===== src/rtl/lru_matrix_pipe.sv =====
// Pipelined matrix-LRU tracker: one NUM_WAYS x NUM_WAYS age matrix per cache index,
// self-initialised after reset, one query/touch/invalidate per cycle with 1-cycle response.
module lru_matrix_pipe #(
  parameter int NUM_WAYS = 4,
  parameter int WAY_W    = $clog2(NUM_WAYS),
  parameter int NUM_SETS = 64,
  parameter int INDEX_W  = $clog2(NUM_SETS)
) (
  input  logic               clk_i,
  input  logic               rst_ni,
  input  logic               req_valid_i,
  output logic               req_ready_o,
  input  logic [1:0]         req_op_i,
  input  logic [INDEX_W-1:0] req_index_i,
  input  logic [WAY_W-1:0]   req_way_i,
  output logic               rsp_valid_o,
  output logic [WAY_W-1:0]   rsp_victim_o,
  output logic               init_done_o
);

  localparam logic [1:0] OP_TOUCH = 2'b01;
  localparam logic [1:0] OP_INV   = 2'b10;

  typedef logic [NUM_WAYS-1:0][NUM_WAYS-1:0] mat_t;
  typedef struct packed {
    logic [1:0]         op;
    logic [INDEX_W-1:0] idx;
    logic [WAY_W-1:0]   way;
  } req_t;
  typedef enum logic {INIT, RUN} state_e;

  state_e             state;
  logic [INDEX_W-1:0] sweep;
  mat_t               mem [NUM_SETS];
  mat_t               canon, rd_mat, upd_mat, s1_mat;
  req_t               s1_req;
  logic               s1_vld;
  logic               accept, fwd;

  // Lowest-numbered way with an all-zero row; way 0 if the matrix is corrupt.
  function automatic logic [WAY_W-1:0] victim_of(input mat_t m);
    logic [WAY_W-1:0] v;
    v = '0;
    for (int i = NUM_WAYS-1; i >= 0; i--)
      if (m[i] == '0) v = WAY_W'(i);
    return v;
  endfunction

  always_comb begin
    canon = '0;
    for (int i = 0; i < NUM_WAYS; i++)
      for (int j = 0; j < NUM_WAYS; j++)
        if (j < i) canon[i][j] = 1'b1;
  end

  always_comb begin
    upd_mat = s1_mat;
    for (int i = 0; i < NUM_WAYS; i++)
      for (int j = 0; j < NUM_WAYS; j++)
        if (i != j) begin
          if (s1_req.op == OP_TOUCH) begin
            if (i == int'(s1_req.way))      upd_mat[i][j] = 1'b1;
            else if (j == int'(s1_req.way)) upd_mat[i][j] = 1'b0;
          end else if (s1_req.op == OP_INV) begin
            if (i == int'(s1_req.way))      upd_mat[i][j] = 1'b0;
            else if (j == int'(s1_req.way)) upd_mat[i][j] = 1'b1;
          end
        end
  end

  assign accept = req_valid_i && req_ready_o;
  // Same-index back-to-back ops must see the not-yet-written stage-1 result.
  assign fwd    = s1_vld && (s1_req.idx == req_index_i);

  always_comb begin
    rd_mat = fwd ? upd_mat : mem[req_index_i];
  end

  always_ff @(posedge clk_i) begin
    if (!rst_ni) begin
      state        <= INIT;
      sweep        <= '0;
      req_ready_o  <= 1'b0;
      init_done_o  <= 1'b0;
      s1_vld       <= 1'b0;
      s1_req       <= '0;
      s1_mat       <= '0;
      rsp_valid_o  <= 1'b0;
      rsp_victim_o <= '0;
    end else begin
      s1_vld      <= accept;
      rsp_valid_o <= accept;
      if (accept) begin
        s1_req       <= '{op: req_op_i, idx: req_index_i, way: req_way_i};
        s1_mat       <= rd_mat;
        rsp_victim_o <= victim_of(rd_mat);
      end
      case (state)
        INIT: begin
          sweep <= sweep + 1'b1;
          if (sweep == INDEX_W'(NUM_SETS-1)) begin
            state       <= RUN;
            req_ready_o <= 1'b1;
            init_done_o <= 1'b1;
          end
        end
        default: ;
      endcase
    end
  end

  // Reset drops any in-flight write-back; the sweep rewrites every index anyway.
  always_ff @(posedge clk_i) begin
    if (rst_ni) begin
      if (state == INIT)
        mem[sweep] <= canon;
      else if (s1_vld && (s1_req.op == OP_TOUCH || s1_req.op == OP_INV))
        mem[s1_req.idx] <= upd_mat;
    end
  end

endmodule


===== config.mk =====
export PLATFORM = sky130hd
export DESIGN_NAME = lru_matrix_pipe
export DESIGN_NICKNAME = d
export VERILOG_FILES = /design/src/rtl/lru_matrix_pipe.sv
export SDC_FILE = /design/constraint.sdc
export NUM_CORES = 1
export LEC_CHECK = 0
export ABC_AREA = 0
export BUFFER_PORTS_ARGS = -buffer_cell sky130_fd_sc_hd__buf_2
export CAP_MARGIN = 15
export CORE_ASPECT_RATIO = 0.8
export CORE_MARGIN = 5
export CORE_UTILIZATION = 35
export DETAILED_ROUTE_END_ITERATION = 6
export PLACE_DENSITY = 0.57
export SYNTH_ARGS = -nofsm -noshare
export SYNTH_HDL_FRONTEND = slang
export SYNTH_SLANG_ARGS = --single-unit

===== constraint.sdc =====
create_clock -name clk_i -period 5.95 [get_ports clk_i]
set_input_delay 0.2975 -clock clk_i [delete_from_list [all_inputs] [get_ports clk_i]]
set_output_delay 0.2975 -clock clk_i [all_outputs]
set_load 0.05 [all_outputs]

# Yosys cells after proc, flatten, opt, wreduce, memory -nomap -nowiden
# Memories as Yosys holds them, arrays and structs flattened.
# Cells that the tools add are included.
# W data, S select, Z words.
dict set report classes {
  n_div 0
  n_lt_le_gt_ge 0
  shift 0
  muxes 89
  multipliers 0
  n_eq_ne 7
  reduce_logical 11
  add_sub_neg 1
  bitwise_logic 1
}
# operator count
set ops {}
lappend ops {{$mux W1} 82}
lappend ops {{$mux W16} 2}
lappend ops {{$logic_not A4 Y1} 4}
lappend ops {{$reduce_or A16 Y1} 1}
lappend ops {{$mux W2} 4}
lappend ops {{$add A6 B1 Y6 const B} 1}
lappend ops {{$eq A6 B6 Y1} 1}
lappend ops {{$eq A6 B6 Y1 const B} 1}
lappend ops {{$mux W6} 1}
lappend ops {{$eq A2 B2 Y1 const A} 2}
lappend ops {{$logic_and A1 B1 Y1} 3}
lappend ops {{$eq A1 B2 Y1 const A} 1}
lappend ops {{$eq A2 B1 Y1 const B} 1}
lappend ops {{$eq A2 B2 Y1 const B} 1}
lappend ops {{$logic_not A2 Y1} 1}
lappend ops {{$reduce_and A2 Y1} 1}
lappend ops {{$logic_or A1 B1 Y1} 1}
lappend ops {{$not A1 Y1} 1}
dict set report word_totals {
  mem_bits_rw 1024
  in_bits 13
  n_memories 1
  romBits 0
  regBits 37
  latchBits 0
  out_inout_bits 5
}
# name depth word_bits rd rd_ports_with_merged_regs write_ports line
set mem_list {}
lappend mem_list {mem 64 16 1 0 1 34} ;# mat_t mem [NUM_SETS];

# Logic depth before layout (Yosys ltp)
dict set report depth {
  word_depth 11
  ltp_mapped 13
  depth_no_buf 10
}

# Worst setup path after synthesis
# Ideal clock, no wire load.
dict set report synth_timing {
  path_type {reg2reg}
  start {reg s1_req[9] in the netlist's numbering}
  end {mem mem[0][13] in the netlist's numbering, data pin}
  arrival_time_ns 3.581
  required_ns 5.248
  path_slack_ns 1.667
  period_less_slack_ns 4.283
  stages_incl_launch_ff 7
  setup_time_ns 0.702
  path_cell_list {dfxtp_1 inv_1 ha_1 clkbuf_1 a2bb2oi_1 o22ai_1 o21ai_0}
}
dict set report synth_between {
  elab_chain_len 9
  elab_cells_between_ends 12
  cone_classes {eq/ne: 2; mux: 7; reduce/logical: 3}
}
# element line
set synth_rtl {}
lappend synth_rtl {{start: declaration} 36} ;# req_t s1_req;
lappend synth_rtl {{start signal: assignment} 94} ;# s1_req <= '{op: req_op_i, idx: req_index_i, way: req_way_i};
lappend synth_rtl {{$eq A2 B1 Y1 or $eq A2 B2 Y1 (tied branches)} {61, 117, 64}}
lappend synth_rtl {{$logic_or A1 B1 Y1} 117} ;# else if (s1_vld && (s1_req.op == OP_TOUCH || s1_req.op == OP_INV))
lappend synth_rtl {{$logic_and A1 B1 Y1} 117}
lappend synth_rtl {{$mux W1} 117}
lappend synth_rtl {{$mux W1} 115} ;# if (state == INIT)
lappend synth_rtl {{$mux W1} 114} ;# if (rst_ni) begin
lappend synth_rtl {{$mux W1 (not written as such)} 118} ;# mem[s1_req.idx] <= upd_mat;
lappend synth_rtl {{$reduce_or A16 Y1 (no source line)} --}
lappend synth_rtl {{$mux W16 (no source line) *} --}
lappend synth_rtl {{end: declaration} 34}
# Every way passes the cells marked *; elsewhere a longest branch is shown, timed or not.

# Worst setup path after layout
dict set report layout_timing {
  start {reg s1_req[8] in the netlist's numbering}
  end {mem mem[52][7] in the netlist's numbering (enable)}
}
dict set report layout_between {
  elab_chain_len 9
  elab_cells_between_ends 11
  cone_classes {eq/ne: 2; mux: 6; reduce/logical: 3}
}
# element line
set layout_rtl {}
lappend layout_rtl {{$eq A2 B1 Y1 or $eq A2 B2 Y1 (tied branches)} 117}
lappend layout_rtl {{$logic_or A1 B1 Y1 *} 117}
lappend layout_rtl {{$logic_and A1 B1 Y1 *} 117}
lappend layout_rtl {{$mux W1 *} 117}
lappend layout_rtl {{$mux W1 *} 115}
lappend layout_rtl {{$mux W1 *} 114}
lappend layout_rtl {{$mux W1 (not written as such) *} 118}
lappend layout_rtl {{$reduce_or A16 Y1 (no source line)} --}
lappend layout_rtl {{$mux W6 (no source line) or $mux W1 (tied branches)} --}
# Marks and branches as above.

==> flow_summary.yaml <==
run_status:
  outcome: "completed"
drt:
  met1_length_um: 50600
  num_vias: 22202
  highest_layer: "met5"
  via_per_inst: 5.49
  final_antenna_net_count: 0
  drt-initial-drc-count: 2547
  drcViolationCount: 0
  drt_first_pass_iters: 6
  routedWlPerCell_um: 27.1
  met2_length_um: 46600
  finalWirelength_um: 110000
  wl_met3_um: 10300
finish:
  fill_cells: 10721
  nets: 2364
  fin_util_pct: 40.1
  area_growth_pct: 13.4
  design_area_um2: 47700
  drive_gt1_share_pct: 20.9
clock_tree:
  cts_buffers: 101
  cts-root-buf: "clkbuf_16"
  cts_tree: "done"
  ctsHoldBuffers: 4
  clkLatencyLatePin_ns: 0.68
  cts_resized: 0
  cts_sinks: 1061
  clk_path_buf_depth: 3
  path_clk_slew_ns: 0.06
  cts-htree-levels: 3
  post_cts_buffers: 0
timing:
  slew_headroom_pct: 24.1
  fin_crit_sh_pct: 65.7
  rsz0062_at_grt: "no"
  clock_skew_ns: 0.0207
  fmax_mhz: 256
  tns_ns: 0
  fin_crit_ns: 3.91
  drv_slew: 0
  tightest_slew_ns: 1.14
  setup_viol_count_final: 0
  hold_viol_final: 0
placed_design:
  port_buffers: 17
  dpl.hpwl_um: 66400
  routabilityCongestion: 0.948
  dpl_cell_area_um2: 44300
worst_setup_path:
  crit_slowest_cell: "nand4b_1"
  critPathTopFamily: "simple AND/OR/NAND/NOR gates"
  cp_num_buf_inv: 3
  path_class: "reg2reg"
  crit_path_start_kind: "flip-flop"
  crit_fanout: 17
  max_stage_delay_ns: 0.73
  r2r_slack_ns: 2.04
  cp.arrival_ns: 4.26
  worst_setup_path_end_kind: "flip-flop"
  crit_chain: "inv_1 > ha_1 > nand4b_1 > buf_4 > nor3b_1 > o21ai_0 > a211o_1 > nor2_1 > buf_4"
  cp_common_cell: "buf_4"
  crit_required_ns: 6.30
logic_synthesis:
  syn_area_per_cell_um2: 18.8
  syn_inst: 2243
  synth_nets: 2259
  yosys_warnings: 0
  synth_ff_type: "edfxtp_1"
  synthTopCellsByArea: "edfxtp_1 (73%), mux4_2 (10%), a211oi_1 (1.8%)"
  synth.most_common_cell: "edfxtp_1"
  synth_edf_count: 1024
  yosysTopAreaCell: "edfxtp_1"
  synth_cell_types: 66
  yosys-top-cells-count: "edfxtp_1 (1024), mux4_2 (196), nor2_1 (133)"
  ys_ff_latch: 1061
  ys_seq_area_share_pct: 74.9
  netlist.area_leader.share_pct: 73.1
  synth_area_um2: 42100
  synthArstFlopShare_pct: 0
die:
  core-area_um2: 119000
  die_area_um2: 127000
  die_w_um: 398
  core.rowCount: 113
  die_h_um: 320
  initial_core_util_pct: 35.3
  ios: 18
power_and_ir_drop:
  power_density_nw_per_um2: 314
  ir_drop_mv: 0.221
  p_leak_nw: 16.0
min_path:
  hp-class: "in2reg"
global_route:
  gr-total-overflow: 0
  track_usage_pct: 17.1
  grt_pass1_wl_um: 159000
  grt_pass1_vias: 21997
  antenna_found_initial: 6
  grt_max_degree: 91
job:
  drv_cap: 0
## report_power, final
group | leakage (nW) | internal [mW] | switching [mW]
logic | 3.52 | 0.187 | 0.344
clock network | 1.59 | 3.66 | 2.72
registers | 10.9 | 8.09 | 0.00752
total | 16.0 | 11.9 | 3.07
## sequential cells by signal, summed over array words and instances (netlist names)
signal and count:
s1_req 10, state 1, sweep 6, init_done_o 1, mem 1024, s1_vld 1
s1_mat 16, rsp_victim_o 2
## worst paths after layout
| path | from | end | cells past startpoint |
|---|---|---|---|
| worst max register to register | s1_req[8]$_SDFFE_PN0P_ | mem[52][7]$_DFFE_PP_ | 9 |
| worst min register to register | s1_mat[11]$_SDFFE_PN0P_ | s1_mat[11]$_SDFFE_PN0P_ | 2 |
| worst min-delay path | req_index_i[5] | s1_req[7]$_SDFFE_PN0P_ | 3 |
| worst max-delay path | s1_req[8]$_SDFFE_PN0P_ | mem[52][7]$_DFFE_PP_ | 9 |
## kinds of logic (layout without fill, tap and decap cells)
logic type,Yosys count,count (layout),synth area share (%)
xor gates and xnor gates,10,10,0.208
buffers and inverters,144,331,2.07
muxes,248,248,12.1
AOI/OAI and AO/OA,268,268,4.61
and+or+nand+nor,509,509,6.06
other,0,1,0
DFF,1061,1061,74.9
adders and majority gates,3,3,0.0892
## per-stage QoR
stage	worst slack, ns	power (mW)	std cells	hold slack [ns]
2_1_floorplan	1.67	8.61	2243	0.442
3_3_place_gp	1.85	8.78	3848	0.461
3_5_place_dp	1.84	8.78	3848	0.472
4_1_cts	2.09	15.1	4037	0.0627
5_1_grt	1.83	15.5	4040	0.0997
6_report	2.04	15.0	4041	0.114
## cell type report
| class | count | area [um^2] | area share, % |
|---|---|---|---|
| Tap cell | 1610 | 2010 | 4.22 |
| Antenna cell | 1 | 2.50 | 0.00524 |
| Inverter | 13 | 48.8 | 0.102 |
| Timing Repair Buffer | 133 | 1090 | 2.29 |
| Multi-Input combinational cell | 1038 | 9800 | 20.5 |
| Sequential cell | 1061 | 31500 | 66.0 |
| Clock buffer | 133 | 2770 | 5.81 |
| Clock inverter | 52 | 500 | 1.05 |
## placed cells by master (no fill, tap or decap), types with 22 or more instances in the layout
| cell | count |
|---|---|
| a211oi_1 | 99 |
| a21boi_0 | 24 |
| buf_4 | 107 |
| clkbuf_1 | 22 |
| clkbuf_16 | 103 |
| dfxtp_1 | 37 |
| edfxtp_1 | 1024 |
| mux2i_1 | 30 |
| mux4_2 | 196 |
| nand2_1 | 124 |
| nor2_1 | 126 |
| nor2b_1 | 101 |
| nor4_1 | 51 |
| o22ai_1 | 31 |
## worst register-to-register path, cell delays in order (launching register included)
cell and delay, ns:
dfxtp_1 0.35, inv_1 0.06, ha_1 0.34, nand4b_1 0.73, buf_4 0.47, nor3b_1 0.26, o21ai_0 0.17, a211o_1 0.30
nor2_1 0.53, buf_4 0.40
## per-layer routing
metal / up-vias / track usage [%]
li1: 9342 / -
met1: 11801 / 26.3
met2: 906 / 24.2
met3: 151 / 4.61
met4: 2 / 3.74
met5: - / 0
Power figures use the tool's default switching activity.
